==> config.mk <==
export PLATFORM = sky130hd
export DESIGN_NAME = rx_frame_sync
export DESIGN_NICKNAME = d
export VERILOG_FILES = /design/src/rtl/rifl_rx_pkg.sv /design/src/rtl/rx_crc_accum.sv /design/src/rtl/rx_frame_sync.sv
export SDC_FILE = /design/constraint.sdc
export NUM_CORES = 1
export LEC_CHECK = 0
export ABC_CLOCK_PERIOD_IN_PS = 13200
export CORE_MARGIN = 10
export CORE_UTILIZATION = 25
export CTS_BUF_LIST = sky130_fd_sc_hd__clkbuf_16
export CTS_CLUSTER_DIAMETER = 150
export DETAILED_ROUTE_END_ITERATION = 12
export PLACE_DENSITY_LB_ADDON = 0.1
export REMOVE_ABC_BUFFERS = 1
export SYNTH_ARGS = -nofsm -noshare
export SYNTH_HDL_FRONTEND = slang
export SYNTH_SLANG_ARGS = --single-unit
==> constraint.sdc <==
create_clock -name clk -period 13.2 [get_ports clk]
set_input_delay 2.64 -clock clk [delete_from_list [all_inputs] [get_ports clk]]
set_output_delay 2.64 -clock clk [all_outputs]
set_load 0.1 [all_outputs]
==> src/rtl/rifl_rx_pkg.sv <==
// Shared types, constants and the parallel CRC update used by the RX frame sync.
package rifl_rx_pkg;

   typedef enum logic [0:0] {
      HUNT   = 1'b0,
      LOCKED = 1'b1
   } sync_state_t;

   // CRC field width of the link frame; the top derives the same width from its
   // frame parameters and uses it to slice the received CRC field.
   localparam int CRC_WIDTH = 12;

   // Generator polynomial without its implicit top bit.
   localparam logic [CRC_WIDTH-1:0] CRC_POLY_DEFAULT = 12'h80F;

   // Accumulator seed at the start of every frame; no final xor is applied.
   localparam logic [CRC_WIDTH-1:0] CRC_INIT = '1;

   // Widest beat the step function can absorb in one call.
   localparam int STEP_MAX = 256;

   // Parallel CRC update, MSB first. Data is left-aligned in a STEP_MAX-bit word
   // and only the top nbits are consumed, so one function serves both full beats
   // and the last beat that stops short of the CRC field. nbits is a constant at
   // every call site, so the loop unrolls into a pure xor network.
   function automatic logic [CRC_WIDTH-1:0] crc_step(
      input logic [CRC_WIDTH-1:0] crc,
      input logic [CRC_WIDTH-1:0] poly,
      input logic [STEP_MAX-1:0]  data,
      input int                   nbits
   );
      logic [CRC_WIDTH-1:0] c;
      logic                 fb;
      c = crc;
      for (int i = 0; i < STEP_MAX; i++) begin
         if (i < nbits) begin
            fb = c[CRC_WIDTH-1] ^ data[STEP_MAX-1-i];
            c  = {c[CRC_WIDTH-2:0], 1'b0};
            if (fb) begin
               c = c ^ poly;
            end
         end
      end
      return c;
   endfunction

endpackage

==> src/rtl/rx_crc_accum.sv <==
// Running CRC over the beats of one frame. The registered accumulator holds the
// CRC of all beats absorbed so far; crc_final is the combinational CRC of the
// whole frame including the current (last) beat, stopping before the CRC field.
module rx_crc_accum
   import rifl_rx_pkg::*;
#(
   parameter int                   DWIDTH   = 64,
   parameter logic [CRC_WIDTH-1:0] CRC_POLY = CRC_POLY_DEFAULT
) (
   input  logic                 clk,
   input  logic                 rst,
   input  logic                 init,
   input  logic                 advance,
   input  logic                 last,
   input  logic [DWIDTH-1:0]    din,
   output logic [CRC_WIDTH-1:0] crc_final
);

   logic [CRC_WIDTH-1:0] accum_reg;
   logic [CRC_WIDTH-1:0] base;
   logic [STEP_MAX-1:0]  data_aligned;

   // Beat 0 starts from the seed rather than whatever the previous frame left.
   assign base = init ? CRC_INIT : accum_reg;

   // Left-align the beat so the step function sees the beat MSB first.
   always_comb begin
      data_aligned = '0;
      data_aligned[STEP_MAX-1 -: DWIDTH] = din;
   end

   // The last beat only contributes the bits above the CRC field.
   assign crc_final = crc_step(base, CRC_POLY, data_aligned, DWIDTH - CRC_WIDTH);

   // Absorb a counted beat; after the last beat park the accumulator at the seed.
   always_ff @(posedge clk) begin
      if (rst) begin
         accum_reg <= CRC_INIT;
      end else if (advance) begin
         if (last) begin
            accum_reg <= CRC_INIT;
         end else begin
            accum_reg <= crc_step(base, CRC_POLY, data_aligned, DWIDTH);
         end
      end
   end

endmodule

==> src/rtl/rx_frame_sync.sv <==
// Receive frame delineation: hunts for the frame boundary by checking the CRC at
// every assumed frame end, slipping one beat on each miss, and once locked marks
// the start and the CRC-good end of each frame on a 1-cycle delayed beat stream.
module rx_frame_sync
   import rifl_rx_pkg::*;
#(
   parameter int                   DWIDTH        = 64,
   parameter int                   FRAME_WIDTH   = 256,
   parameter int                   PAYLOAD_WIDTH = 240,
   parameter logic [CRC_WIDTH-1:0] CRC_POLY      = CRC_POLY_DEFAULT,
   parameter int                   LOCK_THRESH   = 8,
   parameter int                   UNLOCK_THRESH = 4
) (
   input  logic              clk,
   input  logic              rst,
   input  logic [DWIDTH-1:0] din,
   input  logic              din_valid,
   output logic [DWIDTH-1:0] dout,
   output logic              dout_valid,
   output logic              data_sof,
   output logic              crc_good,
   output logic              frame_lock,
   output logic              crc_err,
   output logic [15:0]       slip_cnt
);

   localparam int RATIO  = FRAME_WIDTH / DWIDTH;
   localparam int CRC_W  = FRAME_WIDTH - 4 - PAYLOAD_WIDTH;
   localparam int BCW    = (RATIO > 1) ? $clog2(RATIO) : 1;
   localparam int PASS_W = $clog2(LOCK_THRESH + 1);
   localparam int FAIL_W = $clog2(UNLOCK_THRESH + 1);

   localparam logic [BCW-1:0] LAST_BEAT = BCW'(RATIO - 1);
   localparam logic [0:0]     ST_HUNT   = HUNT;
   localparam logic [0:0]     ST_LOCKED = LOCKED;

   // Frame tracking state
   logic [BCW-1:0]    beat_cnt_reg,     beat_cnt_next;
   logic              slip_pending_reg, slip_pending_next;
   logic [0:0]        state_reg,        state_next;
   logic [PASS_W-1:0] pass_cnt_reg,     pass_cnt_next;
   logic [FAIL_W-1:0] fail_cnt_reg,     fail_cnt_next;
   logic [15:0]       slip_cnt_reg,     slip_cnt_next;

   // Registered outputs
   logic [DWIDTH-1:0] dout_reg;
   logic              dout_valid_reg;
   logic              data_sof_reg,     data_sof_next;
   logic              crc_good_reg,     crc_good_next;
   logic              crc_err_reg,      crc_err_next;
   logic              frame_lock_reg;

   // CRC interface
   logic                 is_first;
   logic                 is_last;
   logic                 crc_init;
   logic                 crc_adv;
   logic [CRC_WIDTH-1:0] crc_final;
   logic [CRC_WIDTH-1:0] crc_field;
   logic                 crc_match;

   assign is_first  = (beat_cnt_reg == '0);
   assign is_last   = (beat_cnt_reg == LAST_BEAT);
   assign crc_field = CRC_WIDTH'(din[CRC_W-1:0]);
   assign crc_match = (crc_final == crc_field);

   rx_crc_accum #(
      .DWIDTH   (DWIDTH),
      .CRC_POLY (CRC_POLY)
   ) u_crc (
      .clk       (clk),
      .rst       (rst),
      .init      (crc_init),
      .advance   (crc_adv),
      .last      (is_last),
      .din       (din),
      .crc_final (crc_final)
   );

   // Beat counting, slip handling, hunt/lock FSM and per-beat flag decisions.
   always_comb begin
      beat_cnt_next     = beat_cnt_reg;
      slip_pending_next = slip_pending_reg;
      state_next        = state_reg;
      pass_cnt_next     = pass_cnt_reg;
      fail_cnt_next     = fail_cnt_reg;
      slip_cnt_next     = slip_cnt_reg;
      data_sof_next     = 1'b0;
      crc_good_next     = 1'b0;
      crc_err_next      = 1'b0;
      crc_init          = 1'b0;
      crc_adv           = 1'b0;

      if (din_valid) begin
         if (slip_pending_reg) begin
            // The swallowed beat moves the assumed boundary one beat later.
            slip_pending_next = 1'b0;
         end else begin
            crc_adv       = 1'b1;
            crc_init      = is_first;
            beat_cnt_next = is_last ? '0 : beat_cnt_reg + BCW'(1);

            if (state_reg == ST_LOCKED && is_first) begin
               data_sof_next = 1'b1;
            end

            if (is_last) begin
               if (state_reg == ST_HUNT) begin
                  if (crc_match) begin
                     if (pass_cnt_reg == PASS_W'(LOCK_THRESH - 1)) begin
                        state_next    = ST_LOCKED;
                        pass_cnt_next = '0;
                        fail_cnt_next = '0;
                     end else begin
                        pass_cnt_next = pass_cnt_reg + PASS_W'(1);
                     end
                  end else begin
                     pass_cnt_next = '0;
                     // With one beat per frame every beat is a boundary: nothing to slip.
                     if (RATIO > 1) begin
                        slip_pending_next = 1'b1;
                        if (slip_cnt_reg != 16'hFFFF) begin
                           slip_cnt_next = slip_cnt_reg + 16'd1;
                        end
                     end
                  end
               end else begin
                  if (crc_match) begin
                     fail_cnt_next = '0;
                     crc_good_next = 1'b1;
                  end else begin
                     crc_err_next = 1'b1;
                     if (fail_cnt_reg == FAIL_W'(UNLOCK_THRESH - 1)) begin
                        state_next    = ST_HUNT;
                        pass_cnt_next = '0;
                        fail_cnt_next = '0;
                     end else begin
                        fail_cnt_next = fail_cnt_reg + FAIL_W'(1);
                     end
                  end
               end
            end
         end
      end
   end

   // State and counter registers.
   always_ff @(posedge clk) begin
      if (rst) begin
         beat_cnt_reg     <= '0;
         slip_pending_reg <= 1'b0;
         state_reg        <= ST_HUNT;
         pass_cnt_reg     <= '0;
         fail_cnt_reg     <= '0;
         slip_cnt_reg     <= '0;
      end else begin
         beat_cnt_reg     <= beat_cnt_next;
         slip_pending_reg <= slip_pending_next;
         state_reg        <= state_next;
         pass_cnt_reg     <= pass_cnt_next;
         fail_cnt_reg     <= fail_cnt_next;
         slip_cnt_reg     <= slip_cnt_next;
      end
   end

   // Output stage: beat and its flags leave together one cycle after din;
   // frame_lock reports the state resulting from the beat on dout.
   always_ff @(posedge clk) begin
      if (rst) begin
         dout_reg       <= '0;
         dout_valid_reg <= 1'b0;
         data_sof_reg   <= 1'b0;
         crc_good_reg   <= 1'b0;
         crc_err_reg    <= 1'b0;
         frame_lock_reg <= 1'b0;
      end else begin
         dout_reg       <= din;
         dout_valid_reg <= din_valid;
         data_sof_reg   <= data_sof_next;
         crc_good_reg   <= crc_good_next;
         crc_err_reg    <= crc_err_next;
         frame_lock_reg <= (state_next == ST_LOCKED);
      end
   end

   assign dout       = dout_reg;
   assign dout_valid = dout_valid_reg;
   assign data_sof   = data_sof_reg;
   assign crc_good   = crc_good_reg;
   assign crc_err    = crc_err_reg;
   assign frame_lock = frame_lock_reg;
   assign slip_cnt   = slip_cnt_reg;

endmodule

==> summary.txt, run 1 <==
Synth
  – Fraction of the mapped netlist area in adder cells: 1.039%
  – Post-Synthesis Cells: 580
  – Post-Synth Simple-Gate Area: 17.77%
  – Ys async rst share: 0%
  – Seq/Total Area, Yosys: 35.59%
  – Post-synthesis mux area share: 0.9354%
  – Post-synthesis xor/xnor area fraction: 34.73%
  – Synth warnings: 0
  – Synth unique cells: 56
  – Post-Syn Area: 6020 µm²
  – Synth Area in Compound Gates: 7.857%
  – Register bit count reported by yosys: 107
  – Post-synth EDFFs: 0
  – Avg Inst Size Synth: 10.38 µm²
  – Combinational family with the most area after synthesis: XOR/XNOR gates
  – Most used DFF post-synth: dfxtp_1

Detailed routing
  – Vias/cell: 4.195
  – DR iter-0 viols: 186
  – DRC: 0
  – Vias: 4384
  – Number of iterations in the first detailed-routing pass: 4
  – WL final: 16740 µm
  – Final ANT Viol Nets: 0
  – Avg WL per Cell: 16.02 µm

Timing
  – Max-Slew Margin vs Limit: 23.78%
  – RSZ-0062 raised after global routing: false
  – Period utilisation layout: 55.68%
  – Tmin final: 7.350 ns
  – Sum Neg Setup Slack: 0 ns
  – Slew Viols, Final: 0
  – Fmax: 136.1 MHz
  – Final hold vios: 0
  – Final setup fails: 0
  – Actual slew at the worst max-slew pin: 1.143 ns
  – Clock Skews: 0.006973 ns

Clocking
  – Num CTS Buffers: 9
  – Hold_buf cts: 0
  – CTS Buffer Depth: 2
  – Clk_lat worst skew: 0.35 ns
  – H-Tree Depth: 3
  – Sink Count: 107
  – Root Buffer: clkbuf_16
  – CTS tree: done
  – CTS clk-pin slew, worst paths: 0.07 ns
  – Setup Buffers After CTS: 0
  – # resized after CTS: 0

Placed design
  – Placed Cells: 1029
  – Routability cong.: 0.7722
  – HPWL after DPL: 13300 µm
  – DP Area: 7836 µm²
  – Input/output buffers: 151

Global routing
  – Overall routing resource usage: 10.95%
  – First-pass GRT wire length: 26490 µm
  – Largest net degree at the start of global routing: 89
  – Global route overflow: 0
  – Vias in the first global route: 4584
  – Initial antenna violation count: 0

Final layout
  – Final Non-Filler Cells: 1045
  – Ant. Diodes: 0
  – Area Overhead vs Synth: 35.19%
  – Finished Cell Area: 8138 µm²
  – Fraction of layout cells with a size suffix above 1: 5.785%
  – Final core occ: 34.46%
  – Max reg flops: 64
  – Final Net Count: 793

Flow run
  – MaxCap Viol Count: 0

Critical path
  – Worst r2r src: beat_cnt_reg[0]
  – CP endpoint kind: flip-flop
  – Setup crit start: din_valid
  – CP Data Required Time: 13.46 ns
  – Setup Crit Path Kind: input pin to flip-flop
  – Startpoint class of the critical path: input pin
  – Crit path DAT: 7.61 ns
  – Maximum fanout along the worst path: 33

Die
  – Die Area: 30680 µm²
  – Site row count: 56
  – IO Pins: 152
  – Core area: 23610 µm²
  – Die Wd: 175.2 µm
  – Initial core utilization: 25.49%
  – Die H: 175.2 µm

Min path
  – Worst hold start: beat_cnt_reg[1]
  – Hold Crit Class: flip-flop to flip-flop

Run status
  – Outcome: completed
==> final cells by class <==
class | instances | area, µm²
repair buffers | 152 | 1516
clock inverters | 7 | 76.32
well taps | 319 | 399.1
multi-input cells | 444 | 3752
inverters | 7 | 26.28
fillers | 2399 | 15470
flip-flops and latches | 107 | 2142
clock buffers | 9 | 225.2
==> worst max-delay path: stages <==
cell and delay, ns:
clkdlybuf4s50_1 0.54, and3b_1 0.71, o221ai_2 0.37, xor2_1 0.47
xnor2_1 0.30, xnor3_1 0.58, xnor2_1 0.24, xnor3_1 0.29
mux2i_2 0.19, o21ai_2 0.83, o21ai_0 0.23, a21oi_1 0.18
==> cells in the final DEF, fill, tap and decap left out, types with 3 or more instances in the layout <==
| cell type | netlist | final |
|---|---|---|
| o31ai_1 | 6 | 6 |
| nor2b_1 | 65 | 65 |
| nand2_1 | 34 | 34 |
| a21oi_1 | 21 | 21 |
| nor2_1 | 23 | 23 |
| or2_2 | 9 | 9 |
| nand4b_1 | 3 | 3 |
| and2_1 | 5 | 5 |
| o221ai_2 | 3 | 3 |
| nand2b_1 | 5 | 5 |
| clkbuf_16 | 0 | 9 |
| xor2_1 | 28 | 28 |
| o211ai_1 | 11 | 11 |
| nand3_1 | 12 | 12 |
| nor4_1 | 3 | 3 |
| xnor2_1 | 105 | 105 |
| o21ai_0 | 11 | 11 |
| xor3_1 | 4 | 4 |
| or3_1 | 7 | 7 |
| nor3_1 | 3 | 3 |
| dfxtp_1 | 107 | 107 |
| or4_1 | 7 | 7 |
| and3_1 | 6 | 6 |
| clkdlybuf4s50_1 | 0 | 150 |
| ha_1 | 5 | 5 |
| inv_1 | 7 | 8 |
| o21a_1 | 3 | 3 |
| xnor3_1 | 34 | 34 |
==> layer usage <==
layer / global-route usage (%) / routed length (µm) / vias up
met4: 2.649 / 169 / 0
met1: 14.02 / 8092 / 2037
met5: 0 / 0 / -
met3: 2.630 / 726 / 9
li1: - / - / 2236
met2: 18.11 / 7750 / 102
==> path summary, 6_finish.rpt <==
path | depth (start not counted) | slack (ns) | to
hold reg to reg | 2 | 0.48 | beat_cnt_reg[1]
setup / recovery | 12 | 5.85 | slip_cnt[0]
hold / removal | 2 | 0.48 | beat_cnt_reg[1]
setup reg to reg | 13 | 8.05 | slip_cnt[0]
==> logic make-up (layout without fill, tap and decap cells) <==
kind of cell               after synthesis  in the layout
xor gates and xnor gates               174            174
AOI/OAI and AO/OA                       69             69
buffers and inverters                   29            175
and+or+nand+nor                        191            191
DFF                                    107            107
muxes                                    5              5
adders and majority gates                5              5
==> cells in the mapped netlist, types with 2 or more instances <==
master | number | share of area (%)
o21a_1 | 3 | 0.37
ha_1 | 5 | 1.0
xor3_1 | 4 | 1.6
o221ai_2 | 3 | 0.75
dfxtp_1 | 107 | 36
mux2i_1 | 2 | 0.33
xnor2_1 | 105 | 15
buf_1 | 2 | 0.12
xor2_1 | 28 | 4.1
nor3_1 | 3 | 0.25
nand2_1 | 34 | 2.1
buf_2 | 4 | 0.33
and2_1 | 5 | 0.52
mux2_2 | 2 | 0.37
nand4_1 | 2 | 0.21
nor2b_1 | 65 | 6.8
a31oi_1 | 2 | 0.21
nand3_1 | 12 | 1.0
or3_1 | 7 | 0.73
nand2b_1 | 5 | 0.52
or2_2 | 9 | 0.94
nor2_1 | 23 | 1.4
nand4b_1 | 3 | 0.44
o211ai_1 | 11 | 1.4
a21oi_1 | 21 | 1.7
o21ai_0 | 11 | 0.91
o41ai_1 | 2 | 0.29
or4_1 | 7 | 0.87
clkbuf_1 | 14 | 0.87
nor2_4 | 2 | 0.37
inv_1 | 7 | 0.44
xnor3_1 | 34 | 13
nor4_1 | 3 | 0.31
and3_1 | 6 | 0.62
o31ai_1 | 6 | 0.75
==> metrics by stage <==
step	worst slack [ns]	hold slack, ns
floorplan	6.889	0.4470
global placement	5.502	0.4611
detailed placement	5.437	0.4673
CTS	5.778	0.4775
global route	5.192	0.5077
finish	5.850	0.4770
Power of run 1 is not shown: default switching activity piles up to over one toggle a cycle in this logic, so the estimate is an artifact.
==> inputs of run 2 (changes only) <==
--- a/config.mk
+++ b/config.mk
@@ -5,7 +5,7 @@
 export SDC_FILE = /design/constraint.sdc
 export NUM_CORES = 1
 export LEC_CHECK = 0
-export ABC_CLOCK_PERIOD_IN_PS = 13200
+export ABC_CLOCK_PERIOD_IN_PS = 6450
 export CORE_MARGIN = 10
 export CORE_UTILIZATION = 25
 export CTS_BUF_LIST = sky130_fd_sc_hd__clkbuf_16
==> constraint.sdc (replaced) <==
create_clock -name clk -period 6.45 [get_ports clk]
set_input_delay 1.29 -clock clk [delete_from_list [all_inputs] [get_ports clk]]
set_output_delay 1.29 -clock clk [all_outputs]
set_load 0.1 [all_outputs]
==> run 2 against run 1 <==
Effect of this change:
- global-route usage rose by 0.31 points
- critical path depth rose by 1
- via count rose by 0.64%
- die area did not move
- wire length rose by 1.4%
- highest routed layer unchanged
- final cell count rose by 0.48%
- core utilization barely moved
==> summary.txt, run 2 (synthesis gave the netlist of run 1 again) <==
Clocking
  – CTS Buffer Depth: 2 (unchanged)
  – Sink Count: 107 (unchanged)
  – # resized after CTS: 0 (unchanged)
  – Root Buffer: clkbuf_16 (unchanged)
  – CTS tree: done (unchanged)
  – H-Tree Depth: 3 (unchanged)
  – Clk_lat worst skew: 0.36 ns (was 0.35 ns)
  – Setup Buffers After CTS: 0 (unchanged)
  – Hold_buf cts: 0 (unchanged)
  – Num CTS Buffers: 9 (unchanged)
  – CTS clk-pin slew, worst paths: 0.07 ns (about the same)

Final layout
  – Fraction of layout cells with a size suffix above 1: 6.156% (was 5.785%)
  – Seq. cell area: 2142 µm² (unchanged)
  – Commonest cells after routing, fill and taps aside: clkdlybuf4s50_1, dfxtp_1, xnor2_1 (unchanged)
  – Finished Cell Area: 8143 µm² (was 8138 µm²)
  – Ant. Diodes: 0 (unchanged)
  – Final Net Count: 798 (was 793)
  – # fillers: 2413 (was 2399)
  – Most common cell after layout, fill and taps aside: clkdlybuf4s50_1 (unchanged)
  – Area Overhead vs Synth: 35.27% (was 35.19%)
  – Max reg flops: 64 (unchanged)
  – Area of the multi-input gates: 3752 µm² (unchanged)

Timing
  – Final hold vios: 0 (unchanged)
  – Period utilisation layout: 85.58%
  – Actual slew at the worst max-slew pin: 1.249 ns (was 1.143 ns)
  – Slew Viols, Final: 0 (unchanged)
  – Final Worst Setup Slack: 0.9304 ns (was 5.850 ns)
  – Final setup fails: 0 (unchanged)
  – Fmax: 181.2 MHz
  – Tmin final: 5.520 ns
  – Clock Skews: 0.01114 ns (was 0.006973 ns)
  – RSZ-0062 raised after global routing: false (unchanged)
  – Max-Slew Margin vs Limit: 16.77% (was 23.78%)
  – Sum Neg Setup Slack: 0 ns (unchanged)

Global routing
  – Largest net degree at the start of global routing: 89 (unchanged)
  – First-pass GRT wire length: 27220 µm (was 26490 µm)
  – GR peak layer: met2 (unchanged)
  – Global route overflow: 0 (unchanged)
  – M3 GR Usage: 2.845% (was 2.630%)
  – Initial antenna violation count: 0 (unchanged)
  – Overall routing resource usage: 11.26% (was 10.95%)
  – Met2 usage: 18.24% (was 18.11%)
  – GRT met1 Usage: 14.56% (was 14.02%)
  – Vias in the first global route: 4614 (was 4584)

Placed design
  – Routability cong.: 0.8016 (was 0.7722)
  – Input/output buffers: 151 (unchanged)
  – DP Area: 7874 µm² (was 7836 µm²)
  – HPWL after DPL: 13570 µm (was 13300 µm)
  – Placement Setup Slack: 0.5296 ns (was 5.437 ns)

Critical path
  – Worst r2r src: beat_cnt_reg[0] (unchanged)
  – Maximum fanout along the worst path: 33 (unchanged)
  – CP Data Required Time: 6.73 ns (was 13.46 ns)
  – Crit path DAT: 5.80 ns (was 7.61 ns)
  – R2r setup slk: 1.79 ns (was 8.05 ns)
  – CP endpoint kind: flip-flop (unchanged)
  – Setup Crit Path Kind: input pin to flip-flop (unchanged)
  – Startpoint class of the critical path: input pin (unchanged)
  – Setup crit start: din_valid (unchanged)
  – R2R cell count: 14 (was 13)

Detailed routing
  – WL final: 16980 µm (was 16740 µm)
  – Number of iterations in the first detailed-routing pass: 5 (was 4)
  – Avg WL per Cell: 16.17 µm (was 16.02 µm)
  – Vias/cell: 4.202 (was 4.195)
  – Vias: 4412 (was 4384)
  – DR iter-0 viols: 156 (was 186)
  – Final ANT Viol Nets: 0 (unchanged)
  – DRC: 0 (unchanged)

Min path
  – Worst hold start: beat_cnt_reg[1] (unchanged)
  – Hold path cells: 2 (unchanged)
  – Hold Crit Class: flip-flop to flip-flop (unchanged)

Run status
  – Outcome: completed (unchanged)

Die
  – Die Wd: 175.2 µm (unchanged)
  – Die Area: 30680 µm² (unchanged)
  – Site row count: 56 (unchanged)
  – Die H: 175.2 µm (unchanged)
  – Initial core utilization: 25.49% (unchanged)
  – Core area: 23610 µm² (unchanged)
  – IO Pins: 152 (unchanged)

Flow run
  – MaxCap Viol Count: 0 (unchanged)
[run 2: cell types whose count changed in the layout (fill, tap and decap cells not counted), sizes merged]
cell,before,now
buf,2,7
bufinv,1,0
clkinv,3,0
clkinvlp,0,2
inv,10,12
[run 2: worst max-delay path, stage by stage]
cell	delay (ns)
clkdlybuf4s50_1	0.55
and3b_1	0.54
nor2_4	0.10
xor3_2	0.43
xnor2_1	0.34
xnor3_2	0.52
xor2_2	0.27
xnor3_1	0.49
mux2i_2	0.26
o21ai_2	0.07
buf_4	0.23
or4_1	0.52
a21oi_1	0.15
[run 2: area by class of cell]
class	instances	share of cell area, %
multi-input combinational	444	46.08
tap	319	4.902
clock inverter	7	0.5378
timing repair buffer	157	19.08
inverter	7	0.3227
clock buffer	9	2.766
sequential	107	26.31
[run 2: metal layers]
layer	up-vias	part of all wire (%)
li1	2249	-
met1	2052	48
met4	0	1.1
met5	-	0
met2	100	46
met3	11	4.8
[run 2: metrics by stage]
| stage | cells | hold WS, ns | utilization, % |
|---|---|---|---|
| 2_1_floorplan | 558 | 0.4470 | - |
| 3_3_place_gp | 1034 | 0.4650 | 33.35 |
| 3_5_place_dp | 1034 | 0.4706 | 33.35 |
| 4_1_cts | 1050 | 0.4879 | 34.49 |
| 5_1_grt | 1050 | 0.5104 | 34.49 |
| 6_report | 1050 | 0.4834 | 34.49 |
[run 2: path summary, 6_finish.rpt]
kind / endpoint
max: slip_cnt[11]
min: beat_cnt_reg[1]
max reg2reg: slip_cnt[11]
min reg2reg: beat_cnt_reg[1]
Power of run 2 is left out for the same reason.
==> inputs of run 3 (changes only) <==
--- a/config.mk
+++ b/config.mk
@@ -6,6 +6,8 @@
 export NUM_CORES = 1
 export LEC_CHECK = 0
 export ABC_CLOCK_PERIOD_IN_PS = 6450
+export CELL_PAD_IN_SITES_DETAIL_PLACEMENT = 2
+export CELL_PAD_IN_SITES_GLOBAL_PLACEMENT = 2
 export CORE_MARGIN = 10
 export CORE_UTILIZATION = 25
 export CTS_BUF_LIST = sky130_fd_sc_hd__clkbuf_16
==> run 3 against run 2 <==
Effect of this change:
- core utilization hardly changed
- register-to-register slack worse by 0.09 ns
- critical endpoint is now slip_cnt[14]
- first-iteration DRC count is 12% lower
==> summary.txt, run 3 (synthesis gave the netlist of run 1 again) <==
Run status
  – Outcome: completed (unchanged)

Timing
  – Sum Neg Setup Slack: 0 ns (unchanged)
  – Final setup fails: 0 (unchanged)
  – Final hold vios: 0 (unchanged)
  – Clock Skews: 0.007804 ns (was 0.01114 ns)
  – Fmax: 178.9 MHz (was 181.2 MHz)
  – Period utilisation layout: 86.68% (was 85.58%)
  – Slew Viols, Final: 0 (unchanged)
  – Actual slew at the worst max-slew pin: 1.010 ns (was 1.249 ns)
  – Max-Slew Margin vs Limit: 32.45% (was 16.77%)
  – Tmin final: 5.591 ns (was 5.520 ns)
  – RSZ-0062 raised after global routing: false (unchanged)

Detailed routing
  – Vias/cell: 4.367 (was 4.202)
  – Final ANT Viol Nets: 0 (unchanged)
  – Avg WL per Cell: 18.73 µm (was 16.17 µm)
  – Vias: 4590 (was 4412)
  – Number of iterations in the first detailed-routing pass: 4 (was 5)
  – DRC: 0 (unchanged)
  – DR iter-0 viols: 137 (was 156)
  – WL final: 19680 µm (was 16980 µm)

Critical path
  – CP Data Required Time: 6.74 ns (was 6.73 ns)
  – Crit path DAT: 5.88 ns (was 5.80 ns)
  – Startpoint class of the critical path: input pin (unchanged)
  – Worst path top cell family by delay: XOR/XNOR gates (unchanged)
  – Slowest CP cell: clkdlybuf4s50_1 (unchanged)
  – Crit-path max cell delay: 0.54 ns (was 0.55 ns)
  – Setup Crit Path Kind: input pin to flip-flop (unchanged)
  – Setup crit start: din_valid (unchanged)
  – Crit path cell chain: clkdlybuf4s50_1, and3b_1, nor2_4, xor3_2, xnor2_1, xnor3_2, xor2_2, xnor3_1, mux2i_2, o21ai_2, buf_4, or4_1, a21oi_1 (unchanged)
  – Worst path bufs/invs: 2 (unchanged)
  – Worst r2r src: beat_cnt_reg[0] (unchanged)
  – CP endpoint kind: flip-flop (unchanged)
  – Maximum fanout along the worst path: 33 (unchanged)

Final layout
  – Most common cell after layout, fill and taps aside: clkdlybuf4s50_1 (unchanged)
  – Max reg flops: 64 (unchanged)
  – Area Overhead vs Synth: 35.40% (was 35.27%)
  – Fraction of layout cells with a size suffix above 1: 6.421% (was 6.156%)
  – Commonest cells after routing, fill and taps aside: clkdlybuf4s50_1, dfxtp_1, xnor2_1 (unchanged)
  – Final Net Count: 799 (was 798)
  – Ant. Diodes: 0 (unchanged)

Clocking
  – CTS tree: done (unchanged)
  – Num CTS Buffers: 9 (unchanged)
  – # resized after CTS: 0 (unchanged)
  – H-Tree Depth: 3 (unchanged)
  – CTS clk-pin slew, worst paths: 0.08 ns (was 0.07 ns)
  – Root Buffer: clkbuf_16 (unchanged)
  – CTS Buffer Depth: 2 (unchanged)
  – Clk_lat worst skew: 0.35 ns (was 0.36 ns)
  – Hold_buf cts: 0 (unchanged)
  – Setup Buffers After CTS: 0 (unchanged)
  – Sink Count: 107 (unchanged)

Die
  – Die H: 175.2 µm (unchanged)
  – Die Area: 30680 µm² (unchanged)
  – IO Pins: 152 (unchanged)
  – Core area: 23610 µm² (unchanged)
  – Die Wd: 175.2 µm (unchanged)
  – Site row count: 56 (unchanged)
  – Initial core utilization: 25.49% (unchanged)

Global routing
  – Vias in the first global route: 5291 (was 4614)
  – Global route overflow: 0 (unchanged)
  – Largest net degree at the start of global routing: 67 (was 89)
  – Initial antenna violation count: 0 (unchanged)
  – Overall routing resource usage: 12.93% (was 11.26%)
  – First-pass GRT wire length: 31020 µm (was 27220 µm)

Flow run
  – MaxCap Viol Count: 0 (unchanged)

Placed design
  – Input/output buffers: 151 (unchanged)
  – HPWL after DPL: 16140 µm (was 13570 µm)
  – Routability cong.: 0.7811 (was 0.8016)

Min path
  – Hold Crit Class: flip-flop to flip-flop (unchanged)
  – Worst hold start: beat_cnt_reg[1] (unchanged)
==> run 3: cell count changes in the layout (fill, tap and decap cells not counted), sizes merged <==
cell and change:
clkinvlp -2, buf +1, inv -4, clkinv +6
==> run 3: path summary, 6_finish.rpt <==
check | end | slack [ns] | depth (start not counted)
max | slip_cnt[14] | 0.86 | 13
min | beat_cnt_reg[1] | 0.48 | 2
max reg2reg | slip_cnt[14] | 1.70 | 14
min reg2reg | beat_cnt_reg[1] | 0.48 | 2
==> run 3: cell type report <==
cell class,count,area [µm²]
Fill cell,2557,15460
Multi-Input combinational cell,444,3752
Sequential cell,107,2142
Timing Repair Buffer,158,1562
Tap cell,319,399.1
Clock buffer,9,225.2
Clock inverter,7,43.79
Inverter,7,26.28
==> run 3: metrics by stage <==
step	setup WS [ns]	std cells	hold slack, ns	cell area (µm²)	util (%)
after floorplan	1.489	558	0.4470	5921	-
after global placement	0.6605	1035	0.4677	7881	33.38
after detailed placement	0.4432	1035	0.4775	7881	33.38
after CTS	0.8131	1051	0.4874	8150	34.52
after global routing	0.5565	1051	0.5167	8150	34.52
final	0.8593	1051	0.4815	8150	34.52
==> run 3: worst min-delay path, delay by kind of cell, from the launching register on <==
| family | cells | cell delay (ns) |
|---|---|---|
| simple gates | 1 | 0.06 |
| compound gates | 1 | 0.05 |
| flops | 1 | 0.33 |
==> run 3: per-layer routing <==
layer	up-vias	GRT usage, %	wire [µm]
li1	2240	-	-
met2	89	22.41	9619
met3	11	2.996	929
met4	0	2.861	161
met5	-	0	0
met1	2250	15.90	8970
Power of run 3 is left out for the same reason.
